**src/rtl/id_ex_stage_pkg.sv**
```systemverilog
// Shared RV32I definitions for the ID/EX stage: opcode encodings, the canonical NOP,
// and the per-format register-field mask produced by the immediate generator.
package id_ex_stage_pkg;

    localparam logic [6:0] OP_LOAD   = 7'b0000011;
    localparam logic [6:0] OP_IMM    = 7'b0010011;
    localparam logic [6:0] OP_JALR   = 7'b1100111;
    localparam logic [6:0] OP_STORE  = 7'b0100011;
    localparam logic [6:0] OP_BRANCH = 7'b1100011;
    localparam logic [6:0] OP_LUI    = 7'b0110111;
    localparam logic [6:0] OP_AUIPC  = 7'b0010111;
    localparam logic [6:0] OP_JAL    = 7'b1101111;
    localparam logic [6:0] OP_R      = 7'b0110011;

    localparam logic [31:0] NOP_ENC  = 32'h0000_0013;

    typedef enum logic [2:0] {
        FMT_R,
        FMT_I,
        FMT_S,
        FMT_B,
        FMT_U,
        FMT_J,
        FMT_BAD
    } fmt_e;

    typedef struct packed {
        logic rs1_en;
        logic rs2_en;
        logic rd_en;
    } field_mask_t;

endpackage

```
**src/rtl/id_ex_stage_imm_gen.sv**
```systemverilog
// Combinational RV32I decode helper: instruction format, sign-extended immediate,
// unknown-opcode flag and which register fields the format actually carries.
module imm_gen
    import id_ex_stage_pkg::*;
(
    input  logic [31:0]  instr,
    output logic [31:0]  imm,
    output logic         illegal,
    output field_mask_t  mask,
    output fmt_e         fmt
);

    always_comb begin
        case (instr[6:0])
            OP_LOAD, OP_IMM, OP_JALR: fmt = FMT_I;
            OP_STORE:                 fmt = FMT_S;
            OP_BRANCH:                fmt = FMT_B;
            OP_LUI, OP_AUIPC:         fmt = FMT_U;
            OP_JAL:                   fmt = FMT_J;
            OP_R:                     fmt = FMT_R;
            default:                  fmt = FMT_BAD;
        endcase
    end

    always_comb begin
        imm     = '0;
        illegal = 1'b0;
        mask    = '{rs1_en: 1'b1, rs2_en: 1'b1, rd_en: 1'b1};
        case (fmt)
            FMT_I: begin
                imm         = {{20{instr[31]}}, instr[31:20]};
                mask.rs2_en = 1'b0;
            end
            FMT_S: begin
                imm        = {{20{instr[31]}}, instr[31:25], instr[11:7]};
                mask.rd_en = 1'b0;
            end
            FMT_B: begin
                imm        = {{19{instr[31]}}, instr[31], instr[7], instr[30:25], instr[11:8], 1'b0};
                mask.rd_en = 1'b0;
            end
            FMT_U: begin
                imm         = {instr[31:12], 12'b0};
                mask.rs1_en = 1'b0;
                mask.rs2_en = 1'b0;
            end
            FMT_J: begin
                imm         = {{11{instr[31]}}, instr[31], instr[19:12], instr[20], instr[30:21], 1'b0};
                mask.rs1_en = 1'b0;
                mask.rs2_en = 1'b0;
            end
            FMT_R:   imm = '0;
            default: illegal = 1'b1;
        endcase
    end

endmodule

```
**src/rtl/id_ex_stage.sv**
```systemverilog
// ID/EX pipeline register of the RV32I core: captures decode-stage fields, immediate and
// register read data (with write-back bypass), supports stall/flush and counts flush bubbles.
module id_ex_stage
    import id_ex_stage_pkg::*;
#(
    parameter int          XLEN      = 32,
    parameter bit          BYPASS_EN = 1'b1,
    parameter logic [31:0] NOP_INSTR = NOP_ENC,
    parameter int          CNT_W     = 16
) (
    input  logic             clk,
    input  logic             rst,
    input  logic [31:0]      InstrD,
    input  logic             ValidD,
    input  logic [XLEN-1:0]  PCD,
    input  logic [XLEN-1:0]  PCPlus4D,
    input  logic [XLEN-1:0]  RD1,
    input  logic [XLEN-1:0]  RD2,
    input  logic             RegWriteW,
    input  logic [4:0]       RdW,
    input  logic [XLEN-1:0]  ResultW,
    input  logic             StallE,
    input  logic             FlushE,
    output logic [31:0]      InstrE,
    output logic [XLEN-1:0]  PCE,
    output logic [XLEN-1:0]  PCPlus4E,
    output logic [XLEN-1:0]  RD1E,
    output logic [XLEN-1:0]  RD2E,
    output logic [XLEN-1:0]  ImmExtE,
    output logic [4:0]       Rs1E,
    output logic [4:0]       Rs2E,
    output logic [4:0]       RdE,
    output logic             ValidE,
    output logic             IllegalE,
    output logic [CNT_W-1:0] BubbleCnt
);

    logic [31:0]      imm32;
    logic             illegal_dec;
    field_mask_t      mask;
    fmt_e             fmt;
    logic [XLEN-1:0]  rd1_fwd;
    logic [XLEN-1:0]  rd2_fwd;

    imm_gen u_imm_gen (
        .instr   (InstrD),
        .imm     (imm32),
        .illegal (illegal_dec),
        .mask    (mask),
        .fmt     (fmt)
    );

    // Forwarding covers the same-cycle RF write/read race; x0 is never forwarded.
    generate
        if (BYPASS_EN) begin : g_bypass
            assign rd1_fwd = (RegWriteW && RdW != 5'd0 && RdW == InstrD[19:15]) ? ResultW : RD1;
            assign rd2_fwd = (RegWriteW && RdW != 5'd0 && RdW == InstrD[24:20]) ? ResultW : RD2;
        end else begin : g_no_bypass
            assign rd1_fwd = RD1;
            assign rd2_fwd = RD2;
        end
    endgenerate

    logic [31:0]      instr_d, instr_q;
    logic [XLEN-1:0]  pc_d, pc_q, pc4_d, pc4_q;
    logic [XLEN-1:0]  rd1_d, rd1_q, rd2_d, rd2_q, imm_d, imm_q;
    logic [4:0]       rs1_d, rs1_q, rs2_d, rs2_q, rd_d, rd_q;
    logic             valid_d, valid_q, illegal_d, illegal_q;
    logic [CNT_W-1:0] cnt_d, cnt_q;

    always_comb begin
        instr_d   = instr_q;
        pc_d      = pc_q;
        pc4_d     = pc4_q;
        rd1_d     = rd1_q;
        rd2_d     = rd2_q;
        imm_d     = imm_q;
        rs1_d     = rs1_q;
        rs2_d     = rs2_q;
        rd_d      = rd_q;
        valid_d   = valid_q;
        illegal_d = illegal_q;
        cnt_d     = cnt_q;
        if (FlushE) begin
            instr_d   = NOP_INSTR;
            pc_d      = '0;
            pc4_d     = '0;
            rd1_d     = '0;
            rd2_d     = '0;
            imm_d     = '0;
            rs1_d     = '0;
            rs2_d     = '0;
            rd_d      = '0;
            valid_d   = 1'b0;
            illegal_d = 1'b0;
            cnt_d     = (cnt_q == {CNT_W{1'b1}}) ? cnt_q : cnt_q + 1'b1;
        end else if (!StallE) begin
            instr_d   = InstrD;
            pc_d      = PCD;
            pc4_d     = PCPlus4D;
            rd1_d     = rd1_fwd;
            rd2_d     = rd2_fwd;
            imm_d     = XLEN'($signed(imm32));
            rs1_d     = mask.rs1_en ? InstrD[19:15] : 5'd0;
            rs2_d     = mask.rs2_en ? InstrD[24:20] : 5'd0;
            rd_d      = mask.rd_en  ? InstrD[11:7]  : 5'd0;
            valid_d   = ValidD;
            illegal_d = ValidD && illegal_dec && (fmt == FMT_BAD);
        end
    end

    always_ff @(posedge clk or negedge rst) begin
        if (!rst) begin
            instr_q   <= NOP_INSTR;
            pc_q      <= '0;
            pc4_q     <= '0;
            rd1_q     <= '0;
            rd2_q     <= '0;
            imm_q     <= '0;
            rs1_q     <= '0;
            rs2_q     <= '0;
            rd_q      <= '0;
            valid_q   <= 1'b0;
            illegal_q <= 1'b0;
            cnt_q     <= '0;
        end else begin
            instr_q   <= instr_d;
            pc_q      <= pc_d;
            pc4_q     <= pc4_d;
            rd1_q     <= rd1_d;
            rd2_q     <= rd2_d;
            imm_q     <= imm_d;
            rs1_q     <= rs1_d;
            rs2_q     <= rs2_d;
            rd_q      <= rd_d;
            valid_q   <= valid_d;
            illegal_q <= illegal_d;
            cnt_q     <= cnt_d;
        end
    end

    assign InstrE    = instr_q;
    assign PCE       = pc_q;
    assign PCPlus4E  = pc4_q;
    assign RD1E      = rd1_q;
    assign RD2E      = rd2_q;
    assign ImmExtE   = imm_q;
    assign Rs1E      = rs1_q;
    assign Rs2E      = rs2_q;
    assign RdE       = rd_q;
    assign ValidE    = valid_q;
    assign IllegalE  = illegal_q;
    assign BubbleCnt = cnt_q;

endmodule
```
**config.mk**
```make
export PLATFORM = sky130hd
export DESIGN_NAME = id_ex_stage
export DESIGN_NICKNAME = d
export VERILOG_FILES = /design/src/rtl/id_ex_stage_pkg.sv /design/src/rtl/id_ex_stage_imm_gen.sv /design/src/rtl/id_ex_stage.sv
export SDC_FILE = /design/constraint.sdc
export NUM_CORES = 1
export LEC_CHECK = 0
export BUFFER_PORTS_ARGS = -buffer_cell sky130_fd_sc_hd__buf_2
export CORE_MARGIN = 3
export CORE_UTILIZATION = 40
export CTS_BUF_LIST = sky130_fd_sc_hd__clkbuf_8
export DETAILED_ROUTE_END_ITERATION = 12
export PLACE_DENSITY = 0.72
export SYNTH_ARGS = -nofsm -noshare
export SYNTH_HDL_FRONTEND = slang
export SYNTH_SLANG_ARGS = --single-unit
```
**constraint.sdc**
```tcl
create_clock -name clk -period 2.4 [get_ports clk]
set_input_delay 0.12 -clock clk [delete_from_list [all_inputs] [get_ports clk]]
set_output_delay 0.12 -clock clk [all_outputs]
set_load 0.02 [all_outputs]
```
* Word-level counts from Yosys, hierarchy flattened
Index checks and enable logic that the tools add are counted.
Storage, ports and cells: register bits 225, input port bits 203
Operators by class: add/sub/neg operators 1, equal/unequal tests 19, mux-type cells 30, bitwise gates (word level) 1, reduce and logical (&&, ||, !) cells 14
Operator list (number):
- $mux W32 | 14
- $pmux W32 S5 | 1
- $mux W5 | 9
- $eq A7 B6 Y1 const B | 3
- $eq A7 B7 Y1 const B | 3
- $pmux W3 S6 | 1
- $add A16 B1 Y16 const B | 1
- $eq A16 B16 Y1 const B | 1
- $eq A7 B5 Y1 const B | 2
- $eq A5 B5 Y1 | 2
- $eq A3 B3 Y1 const B | 3
- $eq A7 B2 Y1 const B | 1
- $eq A3 B2 Y1 const B | 2
- $reduce_or A2 Y1 | 3
- $reduce_or A3 Y1 | 2
- $reduce_or A6 Y1 | 1
- $logic_and A1 B1 Y1 | 5
- $mux W1 | 5
- $reduce_bool A5 Y1 | 1
- $eq A3 B1 Y1 const B | 1
- $logic_not A3 Y1 | 1
- $ne A2 B1 Y1 const B | 1
- $reduce_and A2 Y1 | 1
- $not A1 Y1 | 1

* Longest topological paths before layout
Gate-level depths: netlist of run 1.
word-level depth 10, mapped depth 7, depth with buffers taken out 6

* Modules after synthesis
From an unflattened synthesis of run 1, not the netlist that was laid out.
Second synthesis, totals: cell total of the unflattened synthesis 1101, area total of the unflattened synthesis 11146.9 um^2
By module, submodules not included:
- id_ex_stage | instances 1, cells each 1030, area an instance 10613.9 um^2
- imm_gen | instances 1, cells each 71, area an instance 533.0 um^2

* Worst setup path before layout of run 1
No wires, ideal clock.
path kind reg-to-reg, start reg cnt_q[0] (netlist: BubbleCnt[0]), end reg cnt_q[14] (netlist: BubbleCnt[14]), setup time 130 ps, arrival 1555 ps, path slack 715 ps, stages on the path, launching flop included 7, buffers on the path 0, period minus slack after synthesis 1685 ps, cell sequence dfrtp_1 -> ha_1 -> and3_1 -> and3_1 -> and3_1 -> nand4_1 -> xnor2_1
On the way: longest elaborated chain between the ends 3, elaborated cells between the ends (all ways) 4, classes of those cells add/sub (1); eq/ne (1); bitwise (1); reduce/logical (1)
RTL lines:
- start: declaration | line id_ex_stage.sv:69 | logic [CNT_W-1:0] cnt_d, cnt_q;
- start signal: assignment | line id_ex_stage.sv:138 | cnt_q <= cnt_d;
- parallel branches: the longest is 3 deep, another holds $add A16 B1 Y16
Several ways; the timed one is not identified. A chain may end at the register's enable or synchronous reset.

* Final worst setup path of run 1
start in InstrD[17], end reg rd1_q[17] (netlist: RD1E[17])
On the way: longest elaborated chain between the ends 5
RTL lines:
- start: declaration | line id_ex_stage.sv:13 | input logic [31:0] InstrD,
- $eq A5 B5 Y1 | line id_ex_stage.sv:56 | assign rd1_fwd = (RegWriteW && RdW != 5'd0 && RdW == InstrD[19:15]) ? ResultW : RD1;
- $logic_and A1 B1 Y1 | line id_ex_stage.sv:56
- $mux W32 | line id_ex_stage.sv:56
- $mux W32 | line id_ex_stage.sv:97 | end else if (!StallE) begin
- $mux W32 | line id_ex_stage.sv:84 | if (FlushE) begin
- end signal: assignment | line id_ex_stage.sv:130 | rd1_q <= rd1_d;
- end: declaration | line id_ex_stage.sv:66 | logic [XLEN-1:0] rd1_d, rd1_q, rd2_d, rd2_q, imm_d, imm_q;
No other way between the ends. The select of a mux whose other input is x is not followed.

==> results of run 1 <==
==> power by group through the flow <==
stage | combinational (mW) | clock, mW | sequential (mW)
2_1_floorplan | 0.594 | 0 | 4.56
3_3_place_gp | 1.59 | 0 | 4.27
3_5_place_dp | 1.61 | 0 | 4.27
4_1_cts | 1.81 | 3.73 | 4.21
5_1_grt | 1.98 | 3.94 | 4.25
6_report | 1.83 | 3.64 | 4.22
==> routing by layer <==
layer / part of all wire [%] / vias up / GRT usage (%)
li1: - / 4602 / -
met1: 39 / 4746 / 30.21
met2: 48 / 493 / 40.81
met3: 7.6 / 128 / 5.524
met4: 5.4 / 0 / 12.42
met5: 0 / - / 0
==> how the worst max path moves through the flow <==
stage | endpoint | slack, ns | from
6_report | RD1E[17] | 0.09 | InstrD[17]
5_1_grt | RD1E[17] | 0.003 | InstrD[17]
4_1_cts | RD1E[3] | 0.06 | StallE
3_5_place_dp | RD2E[4] | 0.33 | InstrD[23]
3_3_place_gp | RD2E[9] | 0.41 | InstrD[24]
2_1_floorplan | BubbleCnt[14] | 0.71 | BubbleCnt[0]
==> area by class of cell <==
| type | instances | area, µm² |
|---|---|---|
| clock inverters | 23 | 122.6 |
| inverters | 42 | 157.7 |
| well taps | 330 | 412.9 |
| diodes | 4 | 10.01 |
| clock buffers | 51 | 701.9 |
| fillers | 2038 | 10080 |
| repair buffers | 601 | 3936 |
| flip-flops and latches | 225 | 5634 |
| multi-input cells | 635 | 4269 |
==> worst max-delay path, stage by stage <==
cell and delay [ns]:
dlygate4sd3_1 0.54, buf_2 0.14, xnor2_1 0.13, nand4_1 0.15
nor4_4 0.21, buf_12 0.29, nor3_1 0.09, a2111oi_0 0.41
dlygate4sd3_1 0.65
==> sequential cells by signal (all words and copies together), names as in the netlist, 5 cells and up <==
signal	count
PCE	32
RD2E	32
RdE	5
Rs1E	5
InstrE	32
PCPlus4E	32
Rs2E	5
ImmExtE	32
RD1E	32
BubbleCnt	16
==> cells in the mapped netlist, drive strengths merged (2+ instances only) <==
library cell / n
nand2b: 2
clkbuf: 48
inv: 42
nand4: 5
nor3: 68
a2111oi: 64
a41oi: 2
a22o: 21
a31oi: 3
nor2: 154
nand3b: 2
a22oi: 14
dfstp: 3
and3: 5
and4: 3
nand2: 35
nor2b: 38
xnor2: 13
buf: 28
nand3: 3
nor3b: 33
dfrtp: 222
a21oi: 28
xor2: 9
o21ai: 27
mux2i: 88
or4: 2
or2: 5
==> kinds of logic (layout without fill, tap and decap cells) <==
kind of cell               Yosys count  in the layout  synth area share [%]
and+or+nand+nor                    359            359                 16.99
DFF                                225            225                 54.21
other                                0              4                     0
adders and majority gates            1              1                0.1204
AOI/OAI and AO/OA                  165            165                 13.59
muxes                               88             88                 8.476
xor gates and xnor gates            22             22                 1.854
buffers and inverters              118            717                 4.755
==> through the flow <==
stage | util (%) | area (µm²) | hold WS (ns) | worst slack, ns
6_report | 60.19 | 15240 | 0.03273 | 0.08737
5_1_grt | 60.17 | 15240 | 0.02147 | 0.002943
4_1_cts | 60.00 | 15200 | 0.005476 | 0.05944
3_5_place_dp | 50.82 | 12870 | 0.1556 | 0.3329
3_3_place_gp | 50.82 | 12870 | 0.1591 | 0.4116
2_1_floorplan | - | 10390 | -0.1756 | 0.7146
==> what timing repair did <==
item	4_1_cts	5_1_grt
gates resized for setup	0	3
hold endpoints to repair	221	0
hold buffers	150	0
setup endpoints to repair	0	13
==> results.md, run 1 <==
* P_leak at 7.814 nW
* Max_cap viols at 0
* WP data required at 2.85 ns
* First-pass GRT wire length at 56020 µm
* # rows at 58
* Top cells by area, synth: dfrtp_1 (53%), mux2i_1 (8.5%), nor2_1 (5.5%)
* Worst R2R Setup Slack at 0.65 ns
* Cell Count, Final, Fillers Out at 1911
* Sw Share at 29.59%
* Worst Skew at 0.01225 ns
* Slew @ Worst Pin at 1.161 ns
* RSZ-0062 raised after global routing: false
* CTS clock-pin slew for the worst setup and hold paths at 0.06 ns
* Max-slew headroom at 21.54%
* DR vias/cell at 5.217
* Global-route usage over all layers at 24.55%
* Comb power frac at 18.9%
* Library cells used by synthesis at 44
* Total congestion overflow at 0
* Setup crit end kind: register
* Sequential share of power at 43.5%
* Root Buffer: clkbuf_8
* Htree depth at 2
* Final hold vios at 0
* Initial Util at 41.03%
* GPL Wtd Cong at 0.8928
* Power share of the clock group at 37.5%
* Final setup vio count at 0
* WHS Path Cells at 3
* Net Count, Synth at 1182
* Iter 0 DRT Violations at 641
* Critical-path maximum fanout at 64
* WL per Instance at 18.80 µm
* Remaining DRCs at 0
* Routed wire length at 35930 µm
* Post-synthesis cell area at 10390 µm²
* Post-CTS Setup Bufs at 0
* Critical path class: input port to register
* Outcome: finished, final reports clean
* Worst Setup Start Kind: input port
* Die X at 167.2 µm
* Most common cell after layout, fill and taps aside: buf_2
* Dpl hpwl at 23300 µm
* Number of port buffers at 427
* Max rail drop VDD at 554.8 µV
* Reg2Reg Depth at 6
* Area Overhead vs Synth at 46.69%
* Hold path start: RD1[28]
* Number of synthesized flops with an enable pin at 0
* Core Footprint at 25330 µm²
* Min Tclk post-route at 2.313 ns
* Initial DRT Pass Iterations at 5
* Max-slew violation count at 0
* Initial antenna violation count at 2
* Seq/Total Area, Yosys at 54.21%
* Post-Synthesis Cells at 978
* Max Fclk at 0.4324 GHz
* CTS Sinks at 225
* Hold WC Path Type: input port to register
* ANT nets after route at 0
* Synth warn at 0
* Critical path arrival at 2.76 ns
* Ys flop type: dfrtp_1
* P_sw at 2.867 mW
* Cts bufs inserted at 41
* Die area at 27950 µm²
* CTS tree: yes
* Reg-to-reg endpoint: BubbleCnt[14]
* Async set-reset flop share out of synthesis at 100.0%
* Synthesized flop and latch total at 225
* Pwr dens at 635.7 nW/µm²
* # IOs at 428
* Reg-to-Reg Start: BubbleCnt[0]
* Power Internal at 6.823 mW
* WHS Endpoint: RD1E[28]
* Via count at 9969
* Yosys top cell by area: dfrtp_1
* Die H at 167.2 µm
* Skew-Pair Late Insertion Delay at 0.52 ns
* Bufs on Longest Clock Path at 3
* Share of cells above drive strength 1 at 35.00%
* Top-area cell type share of the netlist area at 53.46%
* Mapped Avg Cell Area at 10.63 µm²
* Final Cycle Share at 96.36%
* Post-route setup TNS at 0 ns
* Pwr Total at 9.690 mW
* Most frequent cells in the layout: buf_2 (424), dfrtp_1 (222), nor2_1 (153)
* Placed cell count at 1682
* Vias in the first global route at 10380
* Fin nets at 1750
* Largest net degree at the start of global routing at 181
Power figures use the tool's default switching activity.
==> run 2, diff against run 1 <==
ABC_AREA = 1   (was not set)
CORE_ASPECT_RATIO = 1.5   (was not set)
==> results.md, run 2 <==
* Fin nets at 2091 (+19%)
* Buf+Inv Stages, Crit Path at 5 (+1)
* Number of port buffers at 427 (unchanged)
* ANT nets after route at 0 (unchanged)
* Max incr delay on CP at 0.59 ns (-0.06 ns)
* Slew @ Worst Pin at 0.7633 ns (-0.3973 ns)
* CTS clock-pin slew for the worst setup and hold paths at 0.06 ns (about the same)
* Critical path arrival at 2.71 ns (-0.05 ns)
* Post-Synthesis Cells at 1246 (+27%)
* Largest net degree at the start of global routing at 102 (-44%)
* Synth warn at 0 (unchanged)
* P_leak at 9.103 nW (+16%)
* Worst Setup Start Kind: input port
* Total congestion overflow at 0 (unchanged)
* DR vias/cell at 5.118 (-1.9%)
* Async set-reset flop share out of synthesis at 100.0% (unchanged)
* CTS Sinks at 225 (unchanged)
* Root Buffer: clkbuf_8
* Yosys top cell by area: dfrtp_1
* Post-route setup TNS at 0 ns (unchanged)
* Cts bufs inserted at 37 (-9.8%)
* Routed wire length at 41050 µm (+14%)
* Worst path cell trace: dlygate4sd3_1 > buf_2 > inv_1 > nand2_1 > nand2_1 > nand3_1 > nor2_4 > buf_4 > nand3_1 > nand3_1 > dlygate4sd3_1 > nand2_1
* Hold WC Path Type: input port to register
* Global-route usage over all layers at 28.02% (+3.5 points)
* Top cells by area, synth: dfrtp_1 (53%), nand2_1 (16%), nand3_1 (8.2%)
* Die area at 28170 µm² (+0.78%)
* Most common cell after layout, fill and taps aside: nand2_1
* Most frequent cells in the layout: nand2_1 (452), buf_2 (426), dlygate4sd3_1 (229)
* Synthesized flop and latch total at 225 (unchanged)
* Initial DRT Pass Iterations at 5 (unchanged)
* # IOs at 428 (unchanged)
* Mapped Avg Cell Area at 8.396 µm² (-21%)
* Post-CTS Setup Bufs at 0 (unchanged)
* Seq/Total Area, Yosys at 53.86% (-0.36 points)
* CTS tree: yes
* Vias in the first global route at 11860 (+14%)
* Post-synth top cells: nand2_1 (452), dfrtp_1 (222), nand3_1 (171)
* First-pass GRT wire length at 64120 µm (+14%)
* Library cells used by synthesis at 31 (-30%)
* Max Fclk at 0.4365 GHz (+0.94%)
* Iter 0 DRT Violations at 658 (+2.7%)
* Critical path class: input port to register
* Number of synthesized flops with an enable pin at 0 (unchanged)
* Ys flop type: dfrtp_1
* Fillcell total at 2007 (-1.5%)
* Share of cells above drive strength 1 at 27.76% (-7.2 points)
* Post-synthesis cell area at 10460 µm² (+0.66%)
* Max_cap viols at 0 (unchanged)
* Initial antenna violation count at 5 (+3)
* Top-area cell type share of the netlist area at 53.10% (-0.35 points)
* Htree depth at 2 (unchanged)
* Remaining DRCs at 0 (unchanged)
* GPL Wtd Cong at 0.9228 (+3.4%)
* CP max stage cell: dlygate4sd3_1
* Final setup vio count at 0 (unchanged)
* RSZ-0062 raised after global routing: false
* Dpl hpwl at 26370 µm (+13%)
* Worst Skew at 0.01035 ns (-0.001895 ns)
* Skew-Pair Late Insertion Delay at 0.53 ns (about the same)
* Min Tclk post-route at 2.291 ns (-0.02155 ns)
* Setup crit end kind: register
* Final hold vios at 0 (unchanged)
* Final Cycle Share at 95.46% (-0.90 points)
* Hold_ws at 0.06019 ns (+0.02746 ns)
* Via count at 11500 (+15%)
* Fin area at 15980 µm² (+4.8%)
* Pwr dens at 615.5 nW/µm² (-3.2%)
* Max-slew headroom at 48.93% (+27 points)
* Die X at 138.0 µm (-17%)
* Critical-path maximum fanout at 22 (-66%)
* # rows at 71 (+22%)
* Initial Util at 41.18% (+0.14 points)
* Max rail drop VDD at 418.9 µV (-24%)
* Area Overhead vs Synth at 52.73%
* Placement Cell Area at 12850 µm² (-0.14%)
* WP data required at 2.82 ns (-0.03 ns)
* Outcome: finished, final reports clean
* Net Count, Synth at 1450 (+23%)
* Die H at 204.1 µm (+22%)
* Cell with the most instances after synthesis: nand2_1
* Core Footprint at 25410 µm² (+0.32%)
* Bufs on Longest Clock Path at 3 (unchanged)
* Max-slew violation count at 0 (unchanged)
* WL per Instance at 18.28 µm (-2.8%)
* Largest delay share family, worst path: buffers and inverters
==> run 2: changes by cell type after synthesis, moves of 53 or more <==
cell,delta
nand2_1,+417
nor2_1,-121
inv_1,+89
nor3_1,-60
a22o_1,+53
mux2i_1,-88
nand3_1,+168
==> run 2: cell families after synthesis <==
group,Yosys count,synth area share (%)
and+or+nand+nor,684,27.87
DFF,225,53.86
buffers and inverters,205,8.300
AOI/OAI and AO/OA,116,8.600
xor gates and xnor gates,15,1.256
adders and majority gates,1,0.1196
==> run 2: final timing paths <==
kind                         startpoint            end  slack [ns]  depth (start not counted)
max                          InstrD[18]       RD1E[17]        0.11                         12
min                              FlushE   BubbleCnt[6]        0.06                          3
max reg2reg                BubbleCnt[0]  BubbleCnt[11]        0.66                          8
min reg2reg                      ValidE         ValidE        0.47                          2
max in group asynchronous           rst   PCPlus4E[27]        1.36                          3
min in group asynchronous           rst     InstrE[12]        0.11                          2
==> run 2: layout make-up <==
cell class	instances	area (µm²)	share of cell area (%)
sequential	225	5634	35.26
clock buffer	47	646.9	4.049
tap	328	410.4	2.569
multi-input combinational	816	3969	24.84
antenna	5	12.51	0.07831
inverter	136	510.5	3.195
timing repair buffer	671	4627	28.96
clock inverter	18	167.7	1.049
==> run 2: routing by layer <==
| layer | GRT usage [%] | share of wire (%) | vias up | routed length (µm) |
|---|---|---|---|---|
| met5 | 0 | 0 | - | 0 |
| met4 | 15.25 | 5.8 | 0 | 2386 |
| met3 | 5.665 | 7.6 | 145 | 3103 |
| met2 | 50.30 | 51 | 668 | 21030 |
| met1 | 31.08 | 35 | 5417 | 14540 |
| li1 | - | - | 5266 | - |
==> run 2: repair_timing <==
item | in CTS | in global routing
hold buffers | 229 | 0
endpoints found under the setup margin | 0 | 21
gates resized for setup | 0 | 1
endpoints found under the hold margin | 374 | 0
==> run 2: per-stage QoR <==
step           utilization (%)  instances  power [mW]  setup slack [ns]
2_1_floorplan                -       1246       5.118            0.7147
3_3_place_gp             50.59       1947       5.848            0.5962
3_5_place_dp             50.59       1947       5.878            0.5265
4_1_cts                  62.82       2241       9.885            0.1464
5_1_grt                  62.89       2246       10.25           0.03737
6_report                 62.89       2246       9.834            0.1089
==> run 2: where the power goes <==
part | internal, mW | switching [mW] | leakage (nW) | total (mW)
Combinational | 0.760 | 1.13 | 5.66 | 1.89
Sequential | 4.04 | 0.205 | 3.00 | 4.24
Clock | 2.10 | 1.61 | 0.439 | 3.70
Total | 6.89 | 2.94 | 9.10 | 9.83
==> run 2: worst register-to-register path, delay by kind of cell, from the launching register on <==
family / cells / cell delay [ns]
buf+inv: 1 / 0.16
flops: 1 / 0.44
compound gates: 1 / 0.06
fa+ha+maj: 1 / 0.23
simple gates: 5 / 0.74
==> run 3, diff against run 2 <==
CORE_AREA = 3 3 166 168   (was not set)
CORE_ASPECT_RATIO = not set   (was 1.5)
CORE_MARGIN = not set   (was 3)
CORE_UTILIZATION = not set   (was 40)
DIE_AREA = 0 0 169 171   (was not set)
==> results.md, run 3 (synthesis results as in run 2) <==
* Outcome: finished, final reports clean
* Routed wire length at 41360 µm (+0.75%)
* GPL Wtd Cong at 0.9146 (-0.89%)
* Root Buffer: clkbuf_8
* Pre-CTS setup slack at 0.5286 ns (+0.002050 ns)
* CTS tree: yes
* WP data required at 2.82 ns (about the same)
* Fin nets at 2104 (+0.62%)
* Max-slew headroom at 48.22% (-0.71 points)
* Bufs on Longest Clock Path at 3 (unchanged)
* # IOs at 428 (unchanged)
* Vias in the first global route at 11880 (+0.17%)
* Global-route usage over all layers at 27.45% (-0.57 points)
* Most frequent cells in the layout: nand2_1 (452), buf_2 (426), dlygate4sd3_1 (232)
* Worst Skew at 0.007541 ns (-0.002812 ns)
* Max rail drop VDD at 436.2 µV (+4.1%)
* Area Overhead vs Synth at 54.24%
* Iter 0 DRT Violations at 979 (+49%)
* DR vias/cell at 5.186 (+1.3%)
* Setup crit end kind: register
* CTS Sinks at 225 (unchanged)
* Cell Count, Final, Fillers Out at 2265 (+0.85%)
* First-pass GRT wire length at 63600 µm (-0.81%)
* Initial Util at 40.15% (-1.0 points)
* Critical-path maximum fanout at 32 (+45%)
* ANT nets after route at 0 (unchanged)
* Worst Setup Start Kind: input port
* Slew @ Worst Pin at 0.7738 ns (+0.01058 ns)
* Core Footprint at 26060 µm² (+2.6%)
* Initial antenna violation count at 1 (-4)
* Share of cells above drive strength 1 at 27.99% (+0.24 points)
* Final Cycle Share at 95.29% (-0.17 points)
* Initial DRT Pass Iterations at 6 (+1)
* Placed cell count at 1961 (+0.72%)
* Most common cell after layout, fill and taps aside: nand2_1
* Final WS setup at 0.1131 ns (+0.004170 ns)
* WL per Instance at 18.26 µm (about the same)
* Remaining DRCs at 0 (unchanged)
* Max-slew violation count at 0 (unchanged)
* P_leak at 9.198 nW (+1.0%)
* Max_cap viols at 0 (unchanged)
* Pwr dens at 619.7 nW/µm² (+0.69%)
* Post-CTS Setup Bufs at 0 (unchanged)
* Post-route setup TNS at 0 ns (unchanged)
* Final hold vios at 0 (unchanged)
* # rows at 59 (-17%)
* Placement Cell Area at 12940 µm² (+0.67%)
* Hold WC Path Type: input port to async pin
* Number of port buffers at 427 (unchanged)
* Critical path class: input port to register
* Min Tclk post-route at 2.287 ns (-0.004170 ns)
* Via count at 11750 (+2.2%)
* Largest net degree at the start of global routing at 101 (-0.98%)
* Final setup vio count at 0 (unchanged)
* Critical path arrival at 2.70 ns (about the same)
* RSZ-0062 raised after global routing: false
* Total congestion overflow at 0 (unchanged)
* Htree depth at 2 (unchanged)
* Die area at 28900 µm² (+2.6%)
* Die H at 171 µm (-16%)
* Skew-Pair Late Insertion Delay at 0.53 ns (about the same)
* Max Fclk at 0.4373 GHz (+0.18%)
* Dpl hpwl at 26000 µm (-1.4%)
* CTS clock-pin slew for the worst setup and hold paths at 0.06 ns (about the same)
* Final core utilization at 61.92% (-0.97 points)
* Fin area at 16140 µm² (+0.99%)
* Cts bufs inserted at 40 (+8.1%)
* Die X at 169 µm (+22%)
## run 3: worst paths after layout
kind / slack (ns) / to / start / depth (start not counted)
hold / removal: 0.09 / RD2E[17] / rst / 2
setup / recovery: 0.11 / RD2E[5] / InstrD[23] / 11
hold reg to reg: 0.47 / InstrE[5] / InstrE[5] / 2
max in group asynchronous: 1.59 / PCPlus4E[4] / rst / 3
min in group clk: 0.13 / IllegalE / InstrD[4] / 7
setup reg to reg: 0.62 / BubbleCnt[7] / BubbleCnt[0] / 8
## run 3: layer usage
metal	part of all wire [%]	vias to the layer above	global-route usage, %
met3	8.7	212	6.030
met4	6.0	0	15.60
li1	-	5291	-
met1	37	5504	32.51
met5	0	-	0
met2	49	739	46.45
## run 3: stage by stage
step | power, mW | hold WS, ns
floorplan | 5.118 | -0.1756
global placement | 5.857 | 0.05417
detailed placement | 5.887 | 0.04868
CTS | 10.03 | 0.07980
global route | 10.43 | 0.08887
finish | 10.00 | 0.08626
## run 3: worst max-delay path, cell delays in order
cell	delay, ns
dlygate4sd3_1	0.53
buf_2	0.21
xor2_1	0.22
nor2_2	0.07
buf_4	0.18
nand3_1	0.09
buf_4	0.35
nand2_1	0.16
nand3_1	0.10
dlygate4sd3_1	0.60
nand2_1	0.07
## run 3: final cells by class
| cell class | instances | area, µm² |
|---|---|---|
| Sequential cell | 225 | 5634 |
| Tap cell | 335 | 419.2 |
| Antenna cell | 1 | 2.502 |
| Clock inverter | 18 | 136.4 |
| Inverter | 136 | 510.5 |
| Clock buffer | 53 | 729.5 |
| Timing Repair Buffer | 681 | 4735 |
| Multi-Input combinational cell | 816 | 3969 |
| Fill cell | 2084 | 9923 |
## run 3: timing repair
item,CTS,global route
hold buffers,232,0
hold endpoints to repair,414,0
resized for setup,0,1
setup endpoints to repair,0,22
## run 3: power by group
group / internal [mW] / switching [mW] / total, mW
combinational: 0.775 / 1.15 / 1.92
clock: 2.19 / 1.66 / 3.85
sequential: 4.04 / 0.188 / 4.23
total: 7.00 / 3.00 / 10.0
